==> src/rtl/mem_port_arbiter.sv <==
// mem_port_arbiter
//
// Purpose: shares one single-port, variable-latency memory between the
// fetch stage (instruction reads) and the memory stage (data loads and
// stores) of the pipelined MIPS core. Each transaction is a req/ack
// handshake with the memory. Read data is returned in registers, and the
// stall signals for the hazard unit are generated here.
//
// Ports:
//   clk, reset           rising-edge clock; asynchronous active-low reset
//   if_req/if_addr       fetch read request, held until if_valid
//   if_rdata/if_valid    registered instruction data, one-cycle retire pulse
//   d_req/d_we/d_addr/d_wdata  data request (d_we=1 store), held until d_valid
//   d_rdata/d_valid      registered load data, one-cycle retire pulse
//   stall_f/stall_m      combinational stalls: req & ~valid
//   mem_req/mem_we/mem_addr/mem_wdata  registered memory request
//   mem_rdata/mem_ack    memory read data, sampled with one-cycle ack
//   err                  one-cycle pulse when the watchdog aborts an access
//
// Parameters:
//   MAX_STREAK  consecutive data grants allowed while a fetch is waiting
//   TIMEOUT     ACCESS cycles without ack before abort (0 = no watchdog)

module mem_port_arbiter #(
  parameter int MAX_STREAK = 4,
  parameter int TIMEOUT    = 255
) (
  input  logic        clk,
  input  logic        reset,
  input  logic        if_req,
  input  logic [31:0] if_addr,
  output logic [31:0] if_rdata,
  output logic        if_valid,
  input  logic        d_req,
  input  logic        d_we,
  input  logic [31:0] d_addr,
  input  logic [31:0] d_wdata,
  output logic [31:0] d_rdata,
  output logic        d_valid,
  output logic        stall_f,
  output logic        stall_m,
  output logic        mem_req,
  output logic        mem_we,
  output logic [31:0] mem_addr,
  output logic [31:0] mem_wdata,
  input  logic [31:0] mem_rdata,
  input  logic        mem_ack,
  output logic        err
);

  localparam int SW = (MAX_STREAK > 0) ? $clog2(MAX_STREAK + 1) : 1;
  localparam int TW = (TIMEOUT > 0) ? $clog2(TIMEOUT + 1) : 1;
  localparam logic [SW-1:0] STREAK_MAX = SW'(MAX_STREAK);
  localparam logic [TW-1:0] TMO_LAST   = (TIMEOUT > 0) ? TW'(TIMEOUT - 1) : '0;

  typedef enum logic [1:0] {IDLE, ACCESS, RESP} state_e;
  typedef enum logic {OWN_FETCH, OWN_DATA} owner_e;

  state_e        state_q, state_d;
  owner_e        owner_q, owner_d;
  logic [SW-1:0] streak_q, streak_d;
  logic [TW-1:0] tmo_q, tmo_d;
  logic          mem_req_q, mem_req_d;
  logic          mem_we_q, mem_we_d;
  logic [31:0]   mem_addr_q, mem_addr_d;
  logic [31:0]   mem_wdata_q, mem_wdata_d;
  logic [31:0]   if_rdata_q, if_rdata_d;
  logic [31:0]   d_rdata_q, d_rdata_d;
  logic          if_valid_q, if_valid_d;
  logic          d_valid_q, d_valid_d;
  logic          err_q, err_d;

  logic          fetch_grant;
  logic          data_grant;
  logic          tmo_expire;

  // Data wins by default; a waiting fetch takes the port once data has
  // used up its streak allowance.
  assign fetch_grant = if_req && (!d_req || (streak_q == STREAK_MAX));
  assign data_grant  = d_req && !fetch_grant;

  // Fires on the TIMEOUT-th ACCESS cycle without an ack.
  assign tmo_expire = (TIMEOUT != 0) && (tmo_q == TMO_LAST);

  // Next-state and datapath updates; valid/err default low so they pulse
  // for exactly the one RESP cycle that follows retirement.
  always_comb begin
    state_d     = state_q;
    owner_d     = owner_q;
    streak_d    = streak_q;
    tmo_d       = tmo_q;
    mem_req_d   = mem_req_q;
    mem_we_d    = mem_we_q;
    mem_addr_d  = mem_addr_q;
    mem_wdata_d = mem_wdata_q;
    if_rdata_d  = if_rdata_q;
    d_rdata_d   = d_rdata_q;
    if_valid_d  = 1'b0;
    d_valid_d   = 1'b0;
    err_d       = 1'b0;

    case (state_q)
      IDLE: begin
        if (fetch_grant) begin
          owner_d     = OWN_FETCH;
          mem_addr_d  = if_addr;
          mem_we_d    = 1'b0;
          mem_wdata_d = '0;
          mem_req_d   = 1'b1;
          tmo_d       = '0;
          streak_d    = '0;
          state_d     = ACCESS;
        end else if (data_grant) begin
          owner_d     = OWN_DATA;
          mem_addr_d  = d_addr;
          mem_we_d    = d_we;
          mem_wdata_d = d_wdata;
          mem_req_d   = 1'b1;
          tmo_d       = '0;
          // Only count data grants that actually made a fetch wait.
          if (!if_req) begin
            streak_d = '0;
          end else if (streak_q != STREAK_MAX) begin
            streak_d = streak_q + 1'b1;
          end
          state_d     = ACCESS;
        end
      end

      ACCESS: begin
        // An ack arriving together with the timeout completes normally.
        if (mem_ack) begin
          mem_req_d = 1'b0;
          if (owner_q == OWN_FETCH) begin
            if_rdata_d = mem_rdata;
            if_valid_d = 1'b1;
          end else begin
            if (!mem_we_q) begin
              d_rdata_d = mem_rdata;
            end
            d_valid_d = 1'b1;
          end
          state_d = RESP;
        end else if (tmo_expire) begin
          mem_req_d = 1'b0;
          err_d     = 1'b1;
          if (owner_q == OWN_FETCH) begin
            if_rdata_d = '0;
            if_valid_d = 1'b1;
          end else begin
            d_rdata_d = '0;
            d_valid_d = 1'b1;
          end
          state_d = RESP;
        end else begin
          tmo_d = tmo_q + 1'b1;
        end
      end

      RESP: begin
        state_d = IDLE;
      end

      default: begin
        state_d = IDLE;
      end
    endcase
  end

  // State and output registers; reset aborts any transaction in flight.
  always_ff @(posedge clk or negedge reset) begin
    if (!reset) begin
      state_q     <= IDLE;
      owner_q     <= OWN_FETCH;
      streak_q    <= '0;
      tmo_q       <= '0;
      mem_req_q   <= 1'b0;
      mem_we_q    <= 1'b0;
      mem_addr_q  <= '0;
      mem_wdata_q <= '0;
      if_rdata_q  <= '0;
      d_rdata_q   <= '0;
      if_valid_q  <= 1'b0;
      d_valid_q   <= 1'b0;
      err_q       <= 1'b0;
    end else begin
      state_q     <= state_d;
      owner_q     <= owner_d;
      streak_q    <= streak_d;
      tmo_q       <= tmo_d;
      mem_req_q   <= mem_req_d;
      mem_we_q    <= mem_we_d;
      mem_addr_q  <= mem_addr_d;
      mem_wdata_q <= mem_wdata_d;
      if_rdata_q  <= if_rdata_d;
      d_rdata_q   <= d_rdata_d;
      if_valid_q  <= if_valid_d;
      d_valid_q   <= d_valid_d;
      err_q       <= err_d;
    end
  end

  assign mem_req   = mem_req_q;
  assign mem_we    = mem_we_q;
  assign mem_addr  = mem_addr_q;
  assign mem_wdata = mem_wdata_q;
  assign if_rdata  = if_rdata_q;
  assign d_rdata   = d_rdata_q;
  assign if_valid  = if_valid_q;
  assign d_valid   = d_valid_q;
  assign err       = err_q;

  // Stalls release in the RESP cycle so the pipeline advances with valid.
  assign stall_f = if_req & ~if_valid_q;
  assign stall_m = d_req & ~d_valid_q;

endmodule

==> config.mk <==
export PLATFORM = sky130hd
export DESIGN_NAME = mem_port_arbiter
export DESIGN_NICKNAME = d
export VERILOG_FILES = /design/src/rtl/mem_port_arbiter.sv
export SDC_FILE = /design/constraint.sdc
export NUM_CORES = 1
export LEC_CHECK = 0
export ABC_CLOCK_PERIOD_IN_PS = 2500
export CAP_MARGIN = 20
export CORE_MARGIN = 2
export CORE_UTILIZATION = 40
export DETAILED_ROUTE_END_ITERATION = 10
export HOLD_SLACK_MARGIN = 0.1
export PLACE_DENSITY = 0.77
export SYNTH_ARGS = -nofsm -noshare
export SYNTH_HDL_FRONTEND = slang
export SYNTH_SLANG_ARGS = --single-unit
export TNS_END_PERCENT = 100
==> constraint.sdc <==
create_clock -name clk -period 2.5 [get_ports clk]
set_input_delay 0.625 -clock clk [delete_from_list [all_inputs] [get_ports clk]]
set_output_delay 0.625 -clock clk [all_outputs]
set_load 0.01 [all_outputs]
==> impl_metrics.py, run 1 <==
metrics = {
    "critical_path": {
        "crit_path_max_fanout": 2,
        "worstSetupStartpointType": "input port",
        "max_stage_delay_ns": 0.54,
        "slowest_stage": "clkdlybuf4s50_1",
        "startpoint": "if_req",
        "rr_startpoint": "tmo_q[0]$_DFFE_PN0P_",
        "rrSetupSlack_ns": 0.66,
        "r2r-end": "tmo_q[5]$_DFFE_PN0P_",
        "cp.required_ns": 1.88,
        "worstRegToRegCells": 7,
        "crit_path_end_kind": "output pin",
        "path_cells": "clkdlybuf4s50_1 -> nor2b_1 -> clkdlybuf4s50_1",
        "path_delay_family": "buffers and inverters",
        "critPathBufInv": 2,
        "arrival_ns": 1.78,
        "path_class": "input port to output pin",
        "worst_path_most_repeated_cell": "clkdlybuf4s50_1",
    },
    "route": {
        "antenna_left": 0,
        "first_pass_iters": 4,
        "vias": 5199,
        "drtIter0Drc": 309,
        "viasPerCell": 5.262,
        "drt-total-wl_mm": 17.43,
        "wl_per_cell_um": 17.64,
        "drc_errors": 0,
    },
    "logic_synthesis": {
        "synth_top_area_frac": 0.6166,
        "synth-async-reset-ratio": 1.000,
        "ys.flop_type": "dfrtp_1",
        "synth_common_cells": "147 x dfrtp_1, 101 x nand2_1, 64 x a22o_1, 59 x o21ai_0, 32 x mux2i_1",
        "synth_cell_type_count": 40,
        "yosysMostFrequentCell": "dfrtp_1",
        "synth.net_count": 664,
        "postSynthAreaPerCell_sq_um": 11.34,
        "syn_area_sq_mm": 0.005966,
        "synth_largest_area_cell": "dfrtp_1",
        "synth_area_leaders": "dfrtp_1 62%, a22o_1 9.4%, nand2_1 6.4%",
        "synth_edf_count": 0,
        "ys_ff_latch": 147,
        "syn_inst": 526,
        "yosysSeqAreaShare": 0.6166,
        "ys_warn_count": 0,
    },
    "layout": {
        "synthToLayoutAreaGrowth_pct": 58.72,
        "nNetsFinal": 929,
        "finalNonFillerCells": 988,
        "antenna_cells": 0,
        "drive_above_1_share": 0.07463,
    },
    "floorplan": {
        "start_util": 0.4105,
        "fp.dieW_um": 126.1,
        "ios": 269,
        "placementRows": 44,
        "die_area_sq_mm": 0.01591,
        "coreArea_sq_mm": 0.01453,
        "die_height_um": 126.1,
    },
    "power_and_ir_drop": {
        "clock_power_share": 0.216,
        "internal_power_w": 0.007507,
        "power.total_w": 0.01135,
        "pwr-share-comb": 0.429,
        "ir_drop_v": 0.0005317,
        "power_density_mw_per_mm2": 1199,
        "seq_power_share": 0.355,
        "leakagePower_nw": 4.271,
        "p_sw_w": 0.003845,
        "sw_frac_of_total": 0.3387,
    },
    "clock_tree": {
        "cts_max_level": 4,
        "cts_hold_buf": 0,
        "clkLatencyLatePin_ns": 0.42,
        "cts-root-buf": "clkbuf_16",
        "cts_inserted_buffers": 17,
        "clk_pin_slew_worst_paths_ns": 0.06,
        "post_cts_resized": 0,
        "clock_path_buffers": 2,
        "cts_tree": "done",
        "cts.sink_count": 147,
        "post_cts_buffers": 0,
    },
    "grt": {
        "busiest_layer": "met2",
        "track_usage": 0.2213,
        "grt_max_degree": 67,
        "grt_pass1_wl_mm": 27.84,
        "overflow": 0,
        "antenna_found_initial": 0,
        "grtUsageMet2": 0.3896,
        "met3_usage": 0.05140,
        "use_met1": 0.2611,
        "grt_pass1_vias": 5395,
    },
    "place": {
        "hpwl_mm": 12.54,
        "dp_slack_ns": 0.09389,
        "dp_cells": 956,
        "globalplace.congestion": 0.8339,
        "port_buffers": 268,
    },
    "sta": {
        "finalHoldViolCount": 0,
        "fin_skew_ns": 0.008090,
        "fin_tns_setup_ns": 0,
        "whs_ns": 0.1077,
        "fin_ws_ns": 0.09237,
        "setup-violations-final": 0,
        "rsz0062_at_grt": "false",
        "post-route-period-util": 0.9631,
        "max_freq_mhz": 415.3,
        "worst_pin_slew_ns": 0.4078,
        "slew-limit-headroom": 0.7281,
        "drv_slew": 0,
        "final.min_clock_period_ns": 2.408,
    },
    "run": {
        "cap_viol_max_count": 0,
    },
    "run_status": {
        "status": "finished, final reports clean",
    },
    "min_path": {
        "hold_class": "input port to asynchronous set/reset pin",
    },
}
## cell type report
type	instances	area (sq um)
inverters	7	26.28
repair buffers	286	2882
well taps	184	230.2
fillers	1116	5065
multi-input cells	332	2078
clock buffers	17	425.4
flip-flops and latches	147	3679
clock inverters	15	148.9
## kinds of logic (layout without fill, tap and decap cells)
| family | Yosys count | count (layout) | share of synthesized area |
|---|---|---|---|
| buf+inv | 47 | 325 | 0.03545 |
| flops | 147 | 147 | 0.6166 |
| fa+ha+maj | 4 | 4 | 0.008390 |
| compound gates | 158 | 158 | 0.1858 |
| mux | 32 | 32 | 0.05369 |
| simple gates | 138 | 138 | 0.1000 |
## registers in the layout, indices dropped and copies added (netlist names)
name	cells
d_rdata	32
if_rdata	32
mem_addr	32
mem_wdata	32
tmo_q	8
streak_q	3
state_q	2
d_valid	1
err	1
if_valid	1
mem_req	1
mem_we	1
owner_q	1
## per-layer routing
metal / wire length (um) / vias up
li1: - / 2403
met1: 6832 / 2562
met2: 9021 / 200
met3: 1103 / 34
met4: 472 / 0
met5: 0 / -
## worst reg2reg max path, cell delays in order (launching register included)
cell,delay [ns]
dfrtp_1,0.42
inv_1,0.06
ha_1,0.19
nand3_1,0.13
nor3_1,0.07
buf_4,0.17
or3_1,0.46
o31ai_2,0.25
## cell usage in the layout, fill, tap and decap left out, drive strengths merged, types with 2 or more instances in the layout
cell,Yosys,final
and3,3,3
and2,3,3
clkinv,0,5
nand4,3,3
nor2,7,7
clkdlybuf4s50,0,267
nand3,6,6
o211ai,2,2
nand2b,4,4
nor3,2,2
ha,4,4
nand2,102,102
dfrtp,147,147
o31ai,9,9
a22o,64,64
buf,24,19
clkbuf,16,17
clkinvlp,0,2
o21ai,74,74
inv,7,14
nor2b,3,3
mux2i,32,32
## through the flow
stage               instance area, sq um    util
floorplan                           5966       -
global placement                    8895  0.6120
detailed placement                  8895  0.6120
CTS                                 9469  0.6515
global route                        9469  0.6515
finish                              9469  0.6515
## power groups by stage
stage	Sequential, W	Combinational, W	Clock [W]
after global routing	0.00416	0.00525	0.00260
after floorplan	0.00444	0.00167	0
after detailed placement	0.00405	0.00490	0
after global placement	0.00400	0.00477	0
after CTS	0.00403	0.00493	0.00251
final	0.00402	0.00487	0.00246
## how the worst max path moves through the flow
stage                     depth (start not counted)  slack (ns)                  end
final                                             3        0.09              stall_f
after global routing                              3        0.03              stall_m
after CTS                                         3        0.09              stall_f
after detailed placement                          3        0.09              stall_f
after global placement                            3        0.08              stall_m
after floorplan                                   6        0.72  mem_req$_DFFE_PN0P_
Note: power is estimated with default switching activity, not from simulation.
==> inputs of run 2 (changes only) <==
--- a/config.mk
+++ b/config.mk
@@ -11,5 +11,4 @@
 export CORE_UTILIZATION = 40
 export DETAILED_ROUTE_END_ITERATION = 10
-export HOLD_SLACK_MARGIN = 0.1
 export PLACE_DENSITY = 0.77
 export SYNTH_ARGS = -nofsm -noshare
==> constraint.sdc (replaced) <==
create_clock -name clk -period 2.5 [get_ports clk]
set_input_delay 0.625 -clock clk [delete_from_list [all_inputs] [get_ports clk]]
set_output_delay 0.625 -clock clk [all_outputs]
set_load 0.005 [all_outputs]
==> impl_metrics.py, run 2 (same netlist as run 1, synthesis figures left out) <==
metrics = {
    "run_status": {
        "status": "finished, final reports clean",
    },
    "clock_tree": {
        "clk_pin_slew_worst_paths_ns": 0.06,
        "cts_inserted_buffers": 17,
        "post_cts_resized": 0,
        "cts_hold_buf": 0,
        "cts_max_level": 4,
        "cts-root-buf": "clkbuf_16",
        "clkLatencyLatePin_ns": 0.42,
        "clock_path_buffers": 2,
        "cts.sink_count": 147,
        "cts_tree": "done",
        "post_cts_buffers": 0,
    },
    "power_and_ir_drop": {
        "pwr-share-comb": 0.409,
        "seq_power_share": 0.368,
        "power_density_mw_per_mm2": 1156,
        "power.total_w": 0.01096,
        "sw_frac_of_total": 0.3170,
        "internal_power_w": 0.007483,
        "ir_drop_v": 0.0005326,
        "clock_power_share": 0.224,
        "p_sw_w": 0.003474,
        "leakagePower_nw": 4.265,
    },
    "grt": {
        "grt_pass1_wl_mm": 27.50,
        "track_usage": 0.2199,
        "overflow": 0,
        "grt_max_degree": 80,
        "grt_pass1_vias": 5257,
        "antenna_found_initial": 0,
    },
    "sta": {
        "final.min_clock_period_ns": 2.385,
        "fin_skew_ns": 0.008494,
        "max_freq_mhz": 419.3,
        "fin_ws_ns": 0.1154,
        "rsz0062_at_grt": "false",
        "setup-violations-final": 0,
        "slew-limit-headroom": 0.6282,
        "finalHoldViolCount": 0,
        "post-route-period-util": 0.9539,
        "fin_tns_setup_ns": 0,
        "drv_slew": 0,
        "worst_pin_slew_ns": 0.5577,
    },
    "critical_path": {
        "worst_path_most_repeated_cell": "clkdlybuf4s50_1",
        "startpoint": "if_req",
        "path_class": "input port to output pin",
        "max_stage_delay_ns": 0.51,
        "crit_path_max_fanout": 2,
        "critPathBufInv": 2,
        "path_delay_family": "buffers and inverters",
        "rrSetupSlack_ns": 0.63,
        "slowest_stage": "clkdlybuf4s50_1",
        "cp_num_cells": 3,
        "cp.required_ns": 1.88,
        "crit_end": "stall_f",
        "rr_startpoint": "tmo_q[0]$_DFFE_PN0P_",
        "r2r-end": "tmo_q[6]$_DFFE_PN0P_",
        "worstSetupStartpointType": "input port",
        "path_cells": "clkdlybuf4s50_1 -> nor2b_1 -> clkdlybuf4s50_1",
        "worstRegToRegCells": 7,
        "arrival_ns": 1.76,
        "crit_path_end_kind": "output pin",
    },
    "run": {
        "cap_viol_max_count": 0,
    },
    "route": {
        "wl_per_cell_um": 17.71,
        "highest_layer": "met4",
        "drtIter0Drc": 280,
        "dr_wl_met2_mm": 9.057,
        "first_pass_iters": 4,
        "viasPerCell": 5.218,
        "drt-total-wl_mm": 17.52,
        "wl_met3_mm": 1.050,
        "vias": 5161,
        "drt-met1-wl_mm": 6.814,
        "antenna_left": 0,
        "drc_errors": 0,
    },
    "layout": {
        "nNetsFinal": 930,
        "antenna_cells": 0,
        "final_common_cell": "clkdlybuf4s50_1",
        "layout_common_cells": "267 x clkdlybuf4s50_1, 147 x dfrtp_1, 100 x nand2_1",
        "drive_above_1_share": 0.07578,
        "synthToLayoutAreaGrowth_pct": 58.85,
        "finish.instance_area_sq_mm": 0.009477,
    },
    "floorplan": {
        "die_height_um": 126.1,
        "placementRows": 44,
        "coreArea_sq_mm": 0.01453,
        "fp.dieW_um": 126.1,
        "ios": 269,
        "die_area_sq_mm": 0.01591,
        "start_util": 0.4105,
    },
    "place": {
        "dp_slack_ns": 0.1080,
        "globalplace.congestion": 0.7861,
        "hpwl_mm": 12.40,
        "port_buffers": 268,
        "dpl-instance-area_sq_mm": 0.008902,
    },
    "min_path": {
        "hold_class": "input port to asynchronous set/reset pin",
    },
}
## run 2: metrics by stage
step	hold WS [ns]	util	std cells
after global routing	0.2008	0.6520	989
final	0.1760	0.6520	989
after detailed placement	0.4707	0.6125	957
after global placement	0.4626	0.6125	957
after floorplan	0.3294	-	526
after CTS	0.1832	0.6520	989
## run 2: metal layers
layer,global-route usage,vias to the layer above
met5,0,-
met4,0.09955,0
met3,0.05905,39
met2,0.3782,202
met1,0.2579,2516
li1,-,2404
## run 2: layout make-up
class	count	area (sq um)
clock buffers	17	425.4
clock inverters	15	148.9
fillers	1129	5057
inverters	7	26.28
multi-input cells	332	2078
flip-flops and latches	147	3679
well taps	184	230.2
repair buffers	287	2889
## run 2: how the worst min path moves through the flow
stage | cells after the start | to | slack [ns]
final | 1 | if_rdata[8]$_DFFE_PN0P_ | 0.18
after global routing | 1 | if_rdata[8]$_DFFE_PN0P_ | 0.20
after CTS | 1 | if_rdata[8]$_DFFE_PN0P_ | 0.18
after detailed placement | 2 | mem_addr[15]$_DFFE_PN0P_ | 0.47
after global placement | 2 | mem_addr[2]$_DFFE_PN0P_ | 0.46
after floorplan | 0 | d_rdata[0]$_DFFE_PN0P_ | 0.33
## run 2: power by group through the flow
stage / registers [W] / logic (W) / clock network, W
2_1_floorplan: 0.00406 / 0.00168 / 0
3_3_place_gp: 0.00400 / 0.00439 / 0
3_5_place_dp: 0.00405 / 0.00451 / 0
4_1_cts: 0.00403 / 0.00454 / 0.00251
5_1_grt: 0.00414 / 0.00486 / 0.00260
6_report: 0.00403 / 0.00448 / 0.00245
## run 2: worst reg2reg max path, cell delays in order, from the launching register on
cell	delay [ns]
dfrtp_1	0.43
inv_1	0.07
ha_1	0.19
nand3_1	0.14
nor3_1	0.07
buf_4	0.17
or3_1	0.45
o31ai_2	0.26
